File: src/rtl/multi_debouncer.sv
// Multi-channel push-button conditioner.
// Each channel runs a flop synchroniser, a symmetric stability counter that gates
// changes of the debounced level, and registered single-cycle press/release pulses.
module multi_debouncer #(
  parameter int unsigned      NUM_CH      = 4,
  parameter int unsigned      SYNC_STAGES = 2,
  parameter int unsigned      CNT_W       = 24,
  parameter logic [CNT_W-1:0] STABLE_CNT  = 24'hFF_FFFF
) (
  input  logic              i_clk25,
  input  logic              i_rst,
  input  logic [NUM_CH-1:0] i_btn_raw,
  output logic [NUM_CH-1:0] o_btn_level,
  output logic [NUM_CH-1:0] o_btn_press,
  output logic [NUM_CH-1:0] o_btn_release
);

  localparam logic [CNT_W-1:0] CntOne  = CNT_W'(1);
  // Count value on which a persistent mismatch is accepted as the new level.
  localparam logic [CNT_W-1:0] LastCnt = STABLE_CNT - CntOne;

  logic [SYNC_STAGES-1:0] r_sync    [NUM_CH];
  logic [CNT_W-1:0]       r_cnt     [NUM_CH];
  logic [CNT_W-1:0]       w_cnt_nxt [NUM_CH];
  logic [NUM_CH-1:0]      w_sync_out;
  logic [NUM_CH-1:0]      w_level_nxt;
  logic [NUM_CH-1:0]      r_level;
  logic [NUM_CH-1:0]      r_press;
  logic [NUM_CH-1:0]      r_release;

  // Shift raw inputs through the synchroniser chain; bit 0 is the capture flop.
  always_ff @(posedge i_clk25) begin
    for (int i = 0; i < NUM_CH; i++) begin
      if (i_rst) begin
        r_sync[i] <= '0;
      end else begin
        r_sync[i] <= {r_sync[i][SYNC_STAGES-2:0], i_btn_raw[i]};
      end
    end
  end

  // Tap the last synchroniser stage of each channel.
  always_comb begin
    w_sync_out = '0;
    for (int i = 0; i < NUM_CH; i++) begin
      w_sync_out[i] = r_sync[i][SYNC_STAGES-1];
    end
  end

  // Stability counting: any matching cycle clears the count, so only an unbroken
  // run of STABLE_CNT mismatching cycles moves the level. Clearing on the level
  // change keeps the counter from ever passing LastCnt.
  always_comb begin
    w_level_nxt = r_level;
    for (int i = 0; i < NUM_CH; i++) begin
      w_cnt_nxt[i] = '0;
      if (w_sync_out[i] != r_level[i]) begin
        if (r_cnt[i] == LastCnt) begin
          w_level_nxt[i] = w_sync_out[i];
        end else begin
          w_cnt_nxt[i] = r_cnt[i] + CntOne;
        end
      end
    end
  end

  // Register counters, level and edge pulses. r_level is the delayed level relative
  // to w_level_nxt, so the pulses land on the first cycle of the new level.
  always_ff @(posedge i_clk25) begin
    if (i_rst) begin
      for (int i = 0; i < NUM_CH; i++) begin
        r_cnt[i] <= '0;
      end
      r_level   <= '0;
      r_press   <= '0;
      r_release <= '0;
    end else begin
      for (int i = 0; i < NUM_CH; i++) begin
        r_cnt[i] <= w_cnt_nxt[i];
      end
      r_level   <= w_level_nxt;
      r_press   <= w_level_nxt & ~r_level;
      r_release <= ~w_level_nxt & r_level;
    end
  end

  assign o_btn_level   = r_level;
  assign o_btn_press   = r_press;
  assign o_btn_release = r_release;

endmodule

File: config.mk
export PLATFORM = sky130hd
export DESIGN_NAME = multi_debouncer
export DESIGN_NICKNAME = d
export VERILOG_FILES = /design/src/rtl/multi_debouncer.sv
export SDC_FILE = /design/constraint.sdc
export NUM_CORES = 1
export LEC_CHECK = 0
export ABC_AREA = 1
export BUFFER_PORTS_ARGS = -buffer_cell sky130_fd_sc_hd__buf_4
export CORE_AREA = 2 2 103 105
export CTS_CLUSTER_SIZE = 20
export DETAILED_ROUTE_END_ITERATION = 16
export DIE_AREA = 0 0 105 107
export PLACE_DENSITY_LB_ADDON = 0.25
export SKIP_LAST_GASP = 1
export SLEW_MARGIN = 15
export SYNTH_ARGS = -nofsm -noshare
export SYNTH_HDL_FRONTEND = slang
export SYNTH_SLANG_ARGS = --single-unit
File: constraint.sdc
create_clock -name i_clk25 -period 2.49 [get_ports i_clk25]
set_input_delay 0.6225 -clock i_clk25 [delete_from_list [all_inputs] [get_ports i_clk25]]
set_output_delay 0.6225 -clock i_clk25 [all_outputs]
set_load 0.1 [all_outputs]
After elaboration in Yosys (flattened, before gate mapping)

Memories as Yosys holds them, arrays and structs flattened.
Cells that the tools add are included.

Add/subtract/negate cells: 4
Equality and inequality tests: 8
Multiplexer cells: 27
Bitwise gates (word level): 12

Operators by type and width:

| cell                                           | count |
|---|---|
| 2-to-1 mux 24 bit                              | 12 |
| adder 24 x 1 -> 24 bit (second input constant) | 4 |
| equality test 24 bit (second input constant)   | 4 |
| 2-to-1 mux 1 bit                               | 11 |
| AND 4 bit                                      | 2 |
| 2-to-1 mux 2 bit                               | 4 |
| NOT 4 bit                                      | 2 |
| bitwise OR 1 bit                               | 8 |
| != test 1 bit                                  | 4 |

Register bits: 12
Bits in writable memories: 104
Bits of input ports: 6
Logic and storage cells: 56
Memories: 2

Memory list:

| name   | words | width | read ports | clocked after memory_dff | wr ports | RTL line | text |
|---|---|---|---|---|---|---|---|
| r_cnt  | 4     | 24    | 4          | 0                        | 4        | 23       | `logic [CNT_W-1:0] r_cnt [NUM_CH];` |
| r_sync | 4     | 2     | 4          | 0                        | 4        | 22       | `logic [SYNC_STAGES-1:0] r_sync [NUM_CH];` |

Logic depth before layout (Yosys ltp)

Depth after elaboration: 5
Depth in mapped cells: 10

Worst setup path after synthesis

Ideal clock, no wire load.

Path kind: register to register
Start point: register r_level[2] (netlist: o_btn_level[2])
End point: memory r_cnt[2][22]
Setup time: 0.070 ns
Arrival: 1.735 ns
Data required time: 2.420 ns
Setup slack: 0.685 ns
Stages on the path, launching flop included: 8
Path buffers: 1
Period minus slack after synthesis: 1.805 ns
Cell sequence: dfxtp_1 -> inv_1 -> a21oi_1 -> nand2_1 -> inv_1 -> nand2_2 -> buf_4 -> a21oi_1

RTL lines:

| item                     | RTL line | text |
|---|---|---|
| start: declaration       | 27       | `logic [NUM_CH-1:0] r_level;` |
| start signal: assignment | 81       | `r_level <= w_level_nxt;` |
| end: declaration         | 23       |  |

Worst setup path after layout

Start point: register r_level[0] (netlist: o_btn_level[0])
End point: output o_btn_level[0]

RTL lines:

| item             | RTL line | text |
|---|---|---|
| end: declaration | 13       | `output logic [NUM_CH-1:0] o_btn_level,` |

No word-level cell between the ends.

==> reports/metrics.yaml <==
status: "completed"
setup-tns-final_ns: 0
cp_max_fo: 5
layout_common_cells: "nand2_1, nor2_1, dfxtp_1, inv_1, nand3_1"
rr_startpoint: "r_cnt[0][14]$_SDFF_PP0_"
netlist_area_um2: 5902
yosysTopAreaCell: "dfxtp_1"
critPathArrivalTime_ns: 1.26
max_slew.worst_pin.slew_ns: 0.5664
min_from: "i_btn_raw[0]"
htreeDepth: 4
syn_inst: 875
viasPerCell: 4.842
rows: 37
synth.distinct_cells: 27
grt_overflow: 0
power.leakage_uw: 0.002290
postCtsResizedCells: 0
vias: 5084
grt_pass1_wl_um: 20980
path_buf_inv: 1
ys_warn_count: 0
dp_cells: 1018
syn_area_per_cell_um2: 6.745
clock_skew_ns: 0.01397
clk_pin_slew_ns: 0.06
die_h_um: 107
clkLatencyLatePin_ns: 0.52
synth_top_area_share_pct: 39.35
io_buffers: 17
whs_path_depth: 3
path_delay_family: "flip-flops"
cts_buffers: 17
cp-end-kind: "output port"
hold_viol: 0
post_layout_nonfiller_instances: 1050
hold_buffers: 0
grt_pass1_vias: 4795
rsz0062_at_grt: "no"
grt_util_all_layers_pct: 23.11
ir_drop_mv: 0.5029
place.gp.congestion: 0.8509
die_area_um2: 11240
critPathKind: "reg -> out"
syn2layout_area_growth_pct: 13.72
synthTopCellsByArea: "dfxtp_1, nand2_1, nor2_1"
ys_ff_latch: 116
cts-root-buf: "clkbuf_8"
post-route-period-util_pct: 75.62
core_area_um2: 10090
finish.net_count: 915
antenna_cells: 0
synth-edff-count: 0
synth-async-reset-ratio_pct: 0
synth-main-ff-cell: "dfxtp_1"
placed_area_um2: 6102
cp-start-kind: "flop"
crit_start: "o_btn_level[0]$_SDFF_PP0_"
fillCellCount: 951
hp-class: "in -> reg"
max_freq_mhz: 531.1
drive_gt1_share_pct: 10.28
hold_end: "r_sync[0][0]$_SDFF_PP0_"
crit_path_max_incr_delay_ns: 0.42
r2r_slack_ns: 0.83
cts_sinks: 116
finalSetupViolCount: 0
cts.path.max_buffers: 2
max_slew_margin_pct: 62.11
drt_iter0_markers: 173
multi_input_area_um2: 3114
regToRegEndpoint: "r_cnt[0][17]$_SDFF_PP0_"
antenna_left: 0
drt_wl_total_um: 11850
initial_core_util_pct: 58.48
mostFrequentLayoutCell: "nand2_1"
p_per_area_nw_per_um2: 653.6
antenna_found_initial: 0
post-route-min-period_ns: 1.883
path_cells: "buf_4"
dp_hpwl_um: 8447
synth.yosys.seq_area_share_pct: 39.35
drv_slew: 0
ff_latch_area_um2: 2322
reg2reg_depth: 7
grt_max_degree: 25
cts_tree: "yes"
maxCapViolations: 0
wl_per_cell_um: 11.28
route.detailed.drc: 0
worstPathRequired_ns: 1.87
die_w_um: 105
io_pins: 18
fin_area_um2: 6711
post-cts-setup-buffers: 0
dr.pass1.iters: 7
critical-path-slowest-cell: "dfxtp_1"
syn_nets: 889
kinds of logic (layout without fill, tap and decap cells):
group           Yosys count  count (layout)  synth area share (%)
buf+inv                 108             147                 7.886
xor+xnor                 45              45                 6.678
compound gates           47              47                 4.664
flops                   116             116                 39.35
fa+ha+maj                 8               8                 1.696
simple gates            551             551                 39.73
sequential cells by signal (all words and copies together), names as in the netlist:
register	cells
o_btn_level	4
o_btn_press	4
o_btn_release	4
r_cnt	96
r_sync	8
cell usage after synthesis, types with 3 or more instances:
master / instances
o21bai_1: 4
xor2_1: 21
nand2_1: 240
nand3_1: 41
a21oi_2: 8
nand3b_1: 6
buf_4: 3
nor2_1: 201
or2_0: 4
nand3_2: 6
nand2_2: 8
nor2_4: 6
nand4_1: 14
xnor2_1: 24
inv_1: 97
dfxtp_1: 116
buf_6: 5
or2_2: 3
a21oi_1: 25
nor2_2: 12
ha_1: 8
nor3_1: 9
o21ai_0: 10
report_power, final:
part           internal, µW  leakage [µW]  switching [µW]
Clock                  1600      0.000293             876
Sequential             1860      0.000936            5.17
Combinational          12.3       0.00106            27.0
worst register-to-register path, stage by stage, from the launching register on:
cell,delay [ns]
dfxtp_1,0.38
nand2_1,0.12
nor2_2,0.16
nand2_1,0.11
nor2_2,0.10
nand2_1,0.08
nand2_2,0.44
nor2_1,0.12
how the worst max path moves through the flow:
stage / endpoint / cells past startpoint
5_1_grt: o_btn_level[3] / 1
6_report: o_btn_level[0] / 1
4_1_cts: o_btn_level[2] / 1
3_3_place_gp: r_cnt[0][2]$_SDFF_PP0_ / 6
2_1_floorplan: r_cnt[2][22]$_SDFF_PP0_ / 7
3_5_place_dp: r_cnt[0][10]$_SDFF_PP0_ / 6
stage by stage:
step	worst slack [ns]	total power, µW	hold slack (ns)	utilization [%]
2_1_floorplan	0.6848	1942	0.3883	-
3_3_place_gp	0.4604	1949	0.3910	60.46
3_5_place_dp	0.4148	1950	0.3936	60.46
4_1_cts	0.5934	4420	0.3232	66.50
5_1_grt	0.5574	4528	0.3145	66.50
6_report	0.6070	4387	0.3330	66.50
metal layers:
| layer | GRT usage [%] | routed length, µm |
|---|---|---|
| met1 | 29.17 | 5754 |
| met4 | 6.667 | 153 |
| met3 | 6.869 | 456 |
| met5 | 0 | 0 |
| met2 | 38.40 | 5485 |
cell type report:
type                       count  area share (%)
clock buffer                  20           6.786
clock inverter                12           2.293
tap                          136           2.535
sequential                   116           34.60
timing repair buffer          17           1.902
multi-input combinational    651           46.40
inverter                      98           5.481
(Power assumes the default switching activity.)
